--- src/rtl/if_fetch_unit.sv ---
// Instruction fetch stage: owns the PC, drives a 1-cycle synchronous imem,
// and skids the presented instruction across stalls. Optional IF_PERF_CNT_EN adds fetch/stall counters.
module if_fetch_unit #(
  parameter int unsigned         ADDR_W    = 8,
  parameter logic [ADDR_W-1:0]   RESET_PC  = '0,
  parameter logic [0:31]         NOP_INSTR = 32'hE000_0000
) (
  input  logic              clk,
  input  logic              rst,
  input  logic              stall,
  input  logic              branch_taken,
  input  logic [ADDR_W-1:0] branch_target,
  output logic [ADDR_W-1:0] imem_addr,
  output logic              imem_en,
  input  logic [0:31]       imem_dout,
  output logic [0:31]       IF_Instr,
  output logic [ADDR_W-1:0] IF_pc,
  output logic              IF_valid,
`ifdef IF_PERF_CNT_EN
  output logic [31:0]       perf_fetch_cnt,
  output logic [31:0]       perf_stall_cnt,
`endif
  output logic              flush
);

  // Handshake: an instruction with IF_valid=1 is consumed by IF/ID on any edge
  // where stall=0; with stall=1 the presented instruction must stay unchanged.
  logic [ADDR_W-1:0] pc_q, pc_d;
  logic              pend_valid_q, pend_valid_d;
  logic [ADDR_W-1:0] pend_pc_q, pend_pc_d;
  logic              hold_valid_q, hold_valid_d;
  logic [0:31]       hold_instr_q, hold_instr_d;
  logic [ADDR_W-1:0] hold_pc_q, hold_pc_d;

  logic [0:31]       out_instr;
  logic [ADDR_W-1:0] out_pc;
  logic              out_valid;

  // Skid register has priority over the in-flight read.
  always_comb begin
    out_instr = NOP_INSTR;
    out_pc    = pend_pc_q;
    out_valid = 1'b0;
    if (hold_valid_q) begin
      out_instr = hold_instr_q;
      out_pc    = hold_pc_q;
      out_valid = 1'b1;
    end else if (pend_valid_q) begin
      out_instr = imem_dout;
      out_pc    = pend_pc_q;
      out_valid = 1'b1;
    end
  end

  assign IF_Instr  = (rst || branch_taken) ? NOP_INSTR : out_instr;
  assign IF_pc     = out_pc;
  assign IF_valid  = !rst && !branch_taken && out_valid;
  assign imem_en   = !rst && (branch_taken || !stall);
  assign imem_addr = branch_taken ? branch_target : pc_q;
  assign flush     = !rst && branch_taken;

  always_comb begin
    pc_d         = pc_q;
    pend_valid_d = pend_valid_q;
    pend_pc_d    = pend_pc_q;
    hold_valid_d = hold_valid_q;
    hold_instr_d = hold_instr_q;
    hold_pc_d    = hold_pc_q;
    if (branch_taken) begin
      pc_d         = branch_target + ADDR_W'(1);
      pend_valid_d = 1'b1;
      pend_pc_d    = branch_target;
      hold_valid_d = 1'b0;
    end else if (stall) begin
      pend_valid_d = 1'b0;
      // Capture only once so the output stays frozen for the whole stall.
      if (!hold_valid_q) begin
        hold_valid_d = out_valid;
        hold_instr_d = out_instr;
        hold_pc_d    = out_pc;
      end
    end else begin
      pc_d         = pc_q + ADDR_W'(1);
      pend_valid_d = 1'b1;
      pend_pc_d    = pc_q;
      hold_valid_d = 1'b0;
    end
  end

  always_ff @(posedge clk) begin
    if (rst) begin
      pc_q         <= RESET_PC;
      pend_valid_q <= 1'b0;
      pend_pc_q    <= RESET_PC;
      hold_valid_q <= 1'b0;
      hold_instr_q <= NOP_INSTR;
      hold_pc_q    <= RESET_PC;
    end else begin
      pc_q         <= pc_d;
      pend_valid_q <= pend_valid_d;
      pend_pc_q    <= pend_pc_d;
      hold_valid_q <= hold_valid_d;
      hold_instr_q <= hold_instr_d;
      hold_pc_q    <= hold_pc_d;
    end
  end

`ifdef IF_PERF_CNT_EN
  logic [31:0] fetch_cnt_q, stall_cnt_q;

  always_ff @(posedge clk) begin
    if (rst) begin
      fetch_cnt_q <= '0;
      stall_cnt_q <= '0;
    end else begin
      if (IF_valid && !stall && !branch_taken) fetch_cnt_q <= fetch_cnt_q + 32'd1;
      if (stall) stall_cnt_q <= stall_cnt_q + 32'd1;
    end
  end

  assign perf_fetch_cnt = fetch_cnt_q;
  assign perf_stall_cnt = stall_cnt_q;
`endif

endmodule

--- config.mk ---
export PLATFORM = sky130hd
export DESIGN_NAME = if_fetch_unit
export DESIGN_NICKNAME = d
export VERILOG_FILES = /design/src/rtl/if_fetch_unit.sv
export SDC_FILE = /design/constraint.sdc
export NUM_CORES = 1
export LEC_CHECK = 0
export BUFFER_PORTS_ARGS = -buffer_cell sky130_fd_sc_hd__buf_4
export CAP_MARGIN = 20
export CORE_MARGIN = 4
export CORE_UTILIZATION = 40
export CTS_CLUSTER_DIAMETER = 120
export DETAILED_ROUTE_END_ITERATION = 10
export SETUP_SLACK_MARGIN = 0.4
export SLEW_MARGIN = 30
export SYNTH_ARGS = -nofsm -noshare
export SYNTH_HDL_FRONTEND = slang
export SYNTH_SLANG_ARGS = --single-unit
--- constraint.sdc ---
create_clock -name clk -period 2.1 [get_ports clk]
set_input_delay 0.42 -clock clk [delete_from_list [all_inputs] [get_ports clk]]
set_output_delay 0.42 -clock clk [all_outputs]
set_load 0.01 [all_outputs]
==> key figures <==
Run status
  • Status: finished, final reports clean

Critical path
  • Worst r2r src: hold_valid_q
  • Crit path max-delay cell type: dfxtp_4
  • Critical Path End Type: primary output
  • Sum of buffers and inverters on the critical path: 3
  • Worst-path fanout max: 10
  • Worst Path Arrival: 1.42 ns
  • Worst path most repeated cell: nor2_1
  • Required @ worst endpoint: 1.68 ns
  • Reg-to-reg endpoint: hold_instr_q[5]
  • Worst path max stage delay: 0.35 ns
  • Worst path cell trace: buf_12 > clkbuf_16 > nor2_1 > a21oi_1 > nor2_1 > buf_4
  • Cell count of the worst reg-to-reg path: 6
  • Crit path max-delay family: buffers and inverters
  • R2r setup slk: 0.56 ns
  • Crit Path Class: flop to primary output
  • Startpoint types: flop

Power and ir drop
  • Logic pwr share: 0.209
  • Sequential power share: 0.426
  • Cell Int Power: 0.00204 W
  • LEAKAGE: 1.99 nW
  • Pwr Density: 607 nW/um^2
  • Worst vdd ir: 0.000308 V
  • NetSw: 0.000754 W
  • Switching fraction of total power: 0.270
  • Clock Power Share: 0.365

Synth
  • Cell variety after synth: 38
  • Post-synth EDFFs: 0
  • Post-synth top flop: dfxtp_1
  • Mapped Area: 3100 sq um
  • Ys Warns: 0
  • FF+latch count, synth: 58
  • Cells after synthesis: 437
  • Avg Inst Size Synth: 7.10 sq um
  • Commonest cells post-synth: 79 x nand2_1, 75 x nor2_1, 74 x a21oi_1, 58 x dfxtp_1, 32 x nand3_1
  • Async S/R FF share, synth: 0
  • Leading area contributor after synthesis: dfxtp_1
  • Synth area leaders: dfxtp_1 37%, a21oi_1 12%, nand2_1 9.6%
  • Register area share after synthesis: 0.374
  • Syn_nets: 482
  • Top-count cell post-synth: nand2_1
  • Top cell type's share of synthesized area: 0.374

CTS
  • Bufs on Longest Clock Path: 2
  • CTS root buffer: clkbuf_8
  • CTS sink cnt: 58
  • H-tree levels: 3
  • CTS buffer count: 9
  • Cts hold-fix bufs: 0
  • Clk_lat worst skew: 0.33 ns
  • CTS tree: yes
  • Reg clk slew, reported paths: 0.06 ns

GRT
  • Vias in the first global route: 2,887
  • Initial antenna violation count: 0
  • Overflow after GRT: 0
  • Pin count of the biggest net entering global routing: 35
  • Total Routing Usage GR: 0.183
  • First-pass GRT wire length: 13,300 um

STA
  • Min cycle time layout: 1.84 ns
  • Skew final: 0.00615 ns
  • Setup TNS: 0 ns
  • Slew @ Worst Pin: 0.435 ns
  • Final Hold Vio Count: 0
  • Fin. max-slew vios: 0
  • Max transition margin: 0.710
  • Final setup viols: 0
  • Period utilisation layout: 0.874
  • Fmax: 545 MHz
  • RSZ-0062 raised after global routing: true

Route
  • Final WL: 9070 um
  • DRC viols: 0
  • Wirelength per Cell: 14.2 um
  • Routed Antenna Nets: 0
  • Via density: 5.10
  • DRT Pass-1 Iters: 4
  • DR vias: 3,262
  • Initial DRC Count: 97

Hold path
  • Worst Hold End: hold_valid_q
  • Hold crit path type: primary input to flop
  • Hold Path Depth: 2
  • Min-delay src: stall

Final layout
  • Layout cell share with drive strength beyond 1: 0.363
  • Fillcell total: 673
  • Nets: 582
  • Area added between synthesis and finish: 48.3%
  • N_diodes: 0
  • Final cell utilization of the core: 0.621

Placed design
  • GP Congestion: 0.829
  • HPWL after DPL: 5880 um
  • IO Port Bufs: 94

Floorplan
  • Die width: 96.1 um
  • Starting density of the core: 0.419
  • Die area: 9230 sq um
  • Chip Height: 96.1 um
  • Num rows: 31
  • Boundary pin count: 95
  • Core area: 7410 sq um

Flow run
  • Max Cap Viol: 0
## cell families (layout without fill, tap and decap cells)
logic type               Yosys count  count (layout)  synth area share
flip-flops                        58              58             0.374
XOR/XNOR                           4               4            0.0113
AO/OA/AOI/OAI                     92              92             0.169
buffers and inverters             51             154            0.0738
AND/OR/NAND/NOR                  214             214             0.308
adder cells (fa/ha/maj)            1               1           0.00403
multiplexers                      17              17            0.0605
## per-stage QoR
stage	worst slack, ns	hold WS [ns]	total power, W	area (sq um)	cells
2_1_floorplan	0.372	0.434	0.00149	3120	437
3_3_place_gp	0.263	0.439	0.00169	3920	609
3_5_place_dp	0.251	0.447	0.00170	3920	609
4_1_cts	0.270	0.341	0.00275	4250	628
5_1_grt	0.187	0.358	0.00293	4600	639
6_report	0.265	0.353	0.00279	4600	639
## how the worst max path moves through the flow
stage | start | to | slack [ns] | cells after the start
2_1_floorplan | rst | IF_Instr[10] | 0.37 | 5
3_3_place_gp | branch_taken | IF_Instr[12] | 0.26 | 5
3_5_place_dp | branch_taken | IF_Instr[23] | 0.25 | 5
4_1_cts | hold_valid_q | IF_Instr[30] | 0.27 | 5
5_1_grt | hold_valid_q | IF_Instr[3] | 0.19 | 6
6_report | hold_valid_q | IF_Instr[3] | 0.26 | 6
## what timing repair did
item	in CTS	in global routing
pin swaps	0	9
gates resized for setup	25	45
setup buffers	5	6
endpoints found under the setup margin	43	46
endpoints found under the hold margin	0	0
gates cloned	0	5
## state kept, by name, summed over array words and instances (netlist names)
register,flops
pend_valid_q,1
pend_pc_q,8
hold_instr_q,32
hold_pc_q,8
hold_valid_q,1
pc_q,8
## power by group through the flow
stage | combinational [W] | sequential [W] | clock (W)
global route | 0.000642 | 0.00120 | 0.00109
detailed placement | 0.000483 | 0.00122 | 0
finish | 0.000585 | 0.00119 | 0.00102
CTS | 0.000519 | 0.00119 | 0.00104
floorplan | 0.000286 | 0.00120 | 0
global placement | 0.000478 | 0.00121 | 0
## layout make-up
class | count | area (sq um) | area share
Multi-Input combinational cell | 328 | 1870 | 0.407
Timing Repair Buffer | 127 | 1190 | 0.260
Sequential cell | 58 | 1170 | 0.254
Clock buffer | 11 | 151 | 0.0329
Tap cell | 99 | 124 | 0.0269
Inverter | 13 | 48.8 | 0.0106
Clock inverter | 3 | 40.0 | 0.00870
## cells in the final DEF (no fill, tap or decap), types with 2 or more instances in the layout
master,count
mux2_4,9
inv_1,10
a21oi_2,7
o21ai_1,3
dfxtp_4,2
a211o_1,4
buf_6,11
nand4_1,2
nand3b_1,3
nor2_1,64
xnor2_1,3
nor3_1,5
dfxtp_1,56
nor2_4,2
nand3_1,32
mux2i_2,2
clkinv_2,2
nor2_2,10
nand2_1,79
mux2_2,2
o21ai_2,2
clkbuf_8,11
mux2i_1,3
inv_2,3
nand2b_2,2
buf_12,6
nor2b_1,5
buf_8,5
a211oi_2,2
nor3b_4,2
a211oi_1,4
buf_4,100
clkbuf_16,5
a21oi_1,67
## layer usage
metal  vias to the layer above  routed length [um]  GRT usage
met5                         -                   0          0
met4                         0                 117     0.0699
met1                      1511                4200      0.235
li1                       1660                   -          -
met2                        79                4280      0.304
met3                        12                 475     0.0328
(Power assumes the default switching activity.)
